File: src/rtl/pulse_stretch.sv
// Stretches each request pulse into a HOLD_CYCLES high burst plus GAP_CYCLES low; level_out rises 1 cycle after sampling.
// No backpressure: requests arriving mid-burst queue in a saturating counter, excess requests are dropped and flagged sticky.
module pulse_stretch #(
    parameter int HOLD_CYCLES = 5000000,
    parameter int GAP_CYCLES  = 5000000,
    parameter int CNT_W       = 26,
    parameter int PEND_W      = 3
) (
    input  logic              clk_in,
    input  logic              reset,
    input  logic              pulse_in,
    output logic              level_out,
    output logic              busy,
    output logic [PEND_W-1:0] pending,
    output logic              overflow
);

    typedef enum logic [1:0] {
        IDLE = 2'd0,
        HIGH = 2'd1,
        GAP  = 2'd2
    } state_t;

    localparam logic [CNT_W-1:0]  HOLD_LOAD = CNT_W'(HOLD_CYCLES - 1);
    localparam logic [CNT_W-1:0]  GAP_LOAD  = CNT_W'(GAP_CYCLES - 1);
    localparam logic [PEND_W-1:0] PEND_MAX  = '1;

    state_t           state;
    state_t           state_nxt;
    logic [CNT_W-1:0] cnt;
    logic [CNT_W-1:0] cnt_nxt;
    logic             deq;
    logic             enq;

    always_comb begin
        state_nxt = state;
        cnt_nxt   = cnt;
        deq       = 1'b0;
        case (state)
            IDLE: begin
                cnt_nxt = '0;
                // A live pulse wins over the backlog; either way pending nets the same.
                if (pulse_in) begin
                    state_nxt = HIGH;
                    cnt_nxt   = HOLD_LOAD;
                end else if (pending != '0) begin
                    state_nxt = HIGH;
                    cnt_nxt   = HOLD_LOAD;
                    deq       = 1'b1;
                end
            end
            HIGH: begin
                if (cnt != '0) begin
                    cnt_nxt = cnt - CNT_W'(1);
                end else begin
                    state_nxt = GAP;
                    cnt_nxt   = GAP_LOAD;
                end
            end
            GAP: begin
                if (cnt != '0) begin
                    cnt_nxt = cnt - CNT_W'(1);
                end else if (pending != '0) begin
                    state_nxt = HIGH;
                    cnt_nxt   = HOLD_LOAD;
                    deq       = 1'b1;
                end else begin
                    state_nxt = IDLE;
                    cnt_nxt   = '0;
                end
            end
            default: begin
                state_nxt = IDLE;
                cnt_nxt   = '0;
            end
        endcase
    end

    // Pulses in IDLE are consumed directly, so only busy states queue them.
    assign enq = pulse_in && (state != IDLE);

    always_ff @(posedge clk_in) begin
        if (reset) begin
            state     <= IDLE;
            cnt       <= '0;
            level_out <= 1'b0;
            busy      <= 1'b0;
            pending   <= '0;
            overflow  <= 1'b0;
        end else begin
            state     <= state_nxt;
            cnt       <= cnt_nxt;
            level_out <= (state_nxt == HIGH);
            busy      <= (state_nxt != IDLE);
            if (enq && !deq) begin
                if (pending == PEND_MAX) begin
                    overflow <= 1'b1;
                end else begin
                    pending <= pending + PEND_W'(1);
                end
            end else if (deq && !enq) begin
                pending <= pending - PEND_W'(1);
            end
        end
    end

endmodule

File: config.mk
export PLATFORM = sky130hd
export DESIGN_NAME = pulse_stretch
export DESIGN_NICKNAME = d
export VERILOG_FILES = /design/src/rtl/pulse_stretch.sv
export SDC_FILE = /design/constraint.sdc
export NUM_CORES = 1
export LEC_CHECK = 0
export CAP_MARGIN = 10
export CORE_MARGIN = 2
export CORE_UTILIZATION = 45
export DETAILED_ROUTE_END_ITERATION = 6
export PLACE_DENSITY_LB_ADDON = 0.15
export SYNTH_ARGS = -nofsm -noshare
export SYNTH_HDL_FRONTEND = slang
export SYNTH_SLANG_ARGS = --single-unit
File: constraint.sdc
create_clock -name clk_in -period 3.15 [get_ports clk_in]
set_clock_uncertainty 0.15 [all_clocks]
set_input_delay 0.63 -clock clk_in [delete_from_list [all_inputs] [get_ports clk_in]]
set_output_delay 0.63 -clock clk_in [all_outputs]
set_load 0.05 [all_outputs]
==> metrics.md <==
| Metric | Value |
|---|---|
| Total die area | `roughly 4400 um2` |
| CP max stage cell | `or4_4` |
| CTS Buf Count | `5` |
| Max Cap Viol | `0` |
| Die Wd | `approximately 67 um` |
| Post-Route WL | `3675 um` |
| Largest area contributor in the netlist | `dfxtp_1` |
| RePlAce Congestion | `about 0.91` |
| Buf/Inv on CP | `0` |
| Setup crit end kind | `register` |
| Worst VDD drop | `0.0003973 V` |
| CTS tree | `yes` |
| Synth top area share | `38.66%` |
| Status | `finished clean` |
| Initial Util | `47.37%` |
| Synth top area cells | `dfxtp_1, nor2_1, xnor2_1` |
| Die Ht | `~67 um` |
| Grt ovf | `0` |
| Seq cells post-synth | `34` |
| CP Max Fanout | `6` |
| Drt initial violations | `a little over 90` |
| Antenna Nets Post-Route | `0` |
| Largest net degree at the start of global routing | `17` |
| Rel. slew slack | `approximately two thirds` |
| N_diodes | `0` |
| Cell Pwr Density | `roughly 960 nW/um2` |
| Avg WL per Cell | `around 14 um` |
| Synthesis Warnings | `0` |
| Top cells by count, synth | `dfxtp_1, nor2_1, a21oi_1, o21ai_0, xnor2_1` |
| Fillers | `~360` |
| DP HPWL | `2557 um` |
| Min Hold Slack | `between 0.3 and 0.4 ns` |
| Final period utilization | `98.02%` |
| Worst-Margin Slew | `just over 0.5 ns` |
| Vias in the first global route | `1,416` |
| Clock Path Buffers | `2` |
| Ys flop type | `dfxtp_1` |
| Global-route wire length before repair | `6417 um` |
| Post-Layout Cell Count | `approximately 260` |
| Drt pass-1 iters | `4` |
| Final hold violation count | `0` |
| Critical Path AT | `about 3.1 ns` |
| Number of synthesized flops with an enable pin | `0` |
| # H-tree levels | `2` |
| Syn_area_per_cell | `8.758 um2` |
| Input/output buffers | `8` |
| Via density per instance | `5.764` |
| Hold buffers post-CTS | `0` |
| Layout cell share with drive strength beyond 1 | `between 15 and 20%` |
| CP Data Required Time | `3.18 ns` |
| Sinks on Clock Net | `34` |
| Root Buffer | `clkbuf_8` |
| Post-synthesis cell count | `201` |
| Hold Path Class | `register to register` |
| Max Slew Vio Count | `0` |
| Cell Chain, Critical Path | `or4_4, or4bb_1, o31a_1, o21ai_2, fa_2, mux2i_1, a2bb2oi_2, mux2_2` |
| Syn Nets | `between 200 and 250` |
| Core ar. | `between 3000 and 4000 um2` |
| Slowest cell delay on critical path | `0.56 ns` |
| Top-Level Pins | `9` |
| Placed cell count | `around 260` |
| Top-count cell post-synth | `dfxtp_1` |
| Initial antenna violation count | `0` |
| Final #Nets | `220` |
| Setup Crit Path Kind | `register to register` |
| Residual DRC | `0` |
| Clk_lat worst skew | `about 0.28 ns` |
| Netlist Area Pre-Place | `between 1500 and 2000 um2` |
| Via Count | `around 1,500` |
| Max frequency | `0.3239 GHz` |
| Leakage | `around 0.00076 uW` |
| Worst path top cell family by delay | `simple AND/OR/NAND/NOR gates` |
| Register area share after synthesis | `38.66%` |
| Async SR Flop Fraction | `0%` |
| Area Growth Syn to Fin | `15.28%` |
| Critical path launch point type | `register` |
| Tmin final | `around 3.1 ns` |
| Final setup TNS | `0 ns` |
| All-Layer GR Usage | `between 10% and 20%` |
| Clock Pin Slew Worst Setup and Hold Paths | `about 0.07 ns` |
| Finish-stage setup viols | `0` |
| Synth unique cells | `45` |
| Row count | `22` |
cell usage in the layout (no fill, tap or decap), types with 3 or more instances in the layout:
master,count
a21oi_1,13
buf_4,13
clkbuf_8,5
clkdlybuf4s50_1,8
dfxtp_1,33
inv_1,3
mux2i_1,3
nand2_1,9
nand2b_1,3
nand3_1,4
nor2_1,24
nor2b_1,5
nor3_1,8
nor4_1,5
o21ai_0,11
o31a_1,4
o31ai_1,4
or3_1,3
or4_1,3
or4_4,3
xnor2_1,10
xor2_1,9
sequential cells by signal, summed over array words and instances, names as in the netlist:
| name | count |
|---|---|
| busy | 1 |
| cnt | 26 |
| level_out | 1 |
| overflow | 1 |
| pending | 3 |
| state | 2 |
repair_timing:
| item | in CTS | in global routing |
|---|---|---|
| endpoints found under the setup margin | 0 | 1 |
| endpoints found under the hold margin | 0 | 0 |
| gates resized for setup | 0 | 3 |
| buffers inserted | 0 | 1 |
worst min-delay path, cell delays in order, from the launching register on:
cell and delay [ns]:
dfxtp_1 0.34, nand2b_1 0.06, o31ai_1 0.05
kinds of logic after synthesis:
logic type / share of synthesized area, %
simple gates: 25.09
compound gates: 17.41
flops: 38.66
xor+xnor: 9.453
buf+inv: 4.335
mux: 3.198
fa+ha+maj: 1.848
metrics by stage:
stage                     power, uW  instance area, um2  worst slack (ns)  util [%]
after global placement         1616                1932            0.1747     51.99
after detailed placement       1641                1932           0.09634     51.99
after floorplan                1385                1767           0.03097         -
final                          1954                2029           0.06253     54.61
after global routing           2112                2029          -0.01341     54.61
after CTS                      1951                2011           0.08617     54.11
where the power goes:
part           internal (uW)  switching, uW  total (uW)
Combinational            455            533         988
Sequential               541            127         668
Clock                    148            151         299
final cells by class:
cell class | count | area [um2] | share of cell area (%)
well taps | 48 | 60.06 | 2.959
clock inverters | 2 | 10.01 | 0.4932
repair buffers | 21 | 177.7 | 8.755
clock buffers | 5 | 68.82 | 3.391
inverters | 3 | 11.26 | 0.5549
flip-flops and latches | 34 | 681.9 | 33.60
multi-input cells | 150 | 1020 | 50.25
worst paths after layout:
check,endpoint,cells after the start,startpoint,slack (ns)
max reg2reg,pending[2]$_SDFFE_PP0P_,8,cnt[12]$_SDFF_PP0_,0.06
max,pending[2]$_SDFFE_PP0P_,8,cnt[12]$_SDFF_PP0_,0.06
min reg2reg,overflow$_SDFFE_PP0P_,2,overflow$_SDFFE_PP0P_,0.33
min,overflow$_SDFFE_PP0P_,2,overflow$_SDFFE_PP0P_,0.33
metal layers:
metal	wire length (um)	part of all wire, %	track usage, %	vias to the layer above
met5	0	0	0	-
met1	1742	47	24.22	736
met4	60	1.6	6.633	0
li1	-	-	-	741
met3	152	4.1	6.081	7
met2	1720	47	30.63	32
No activity file was read; power rests on OpenSTA's default activity.
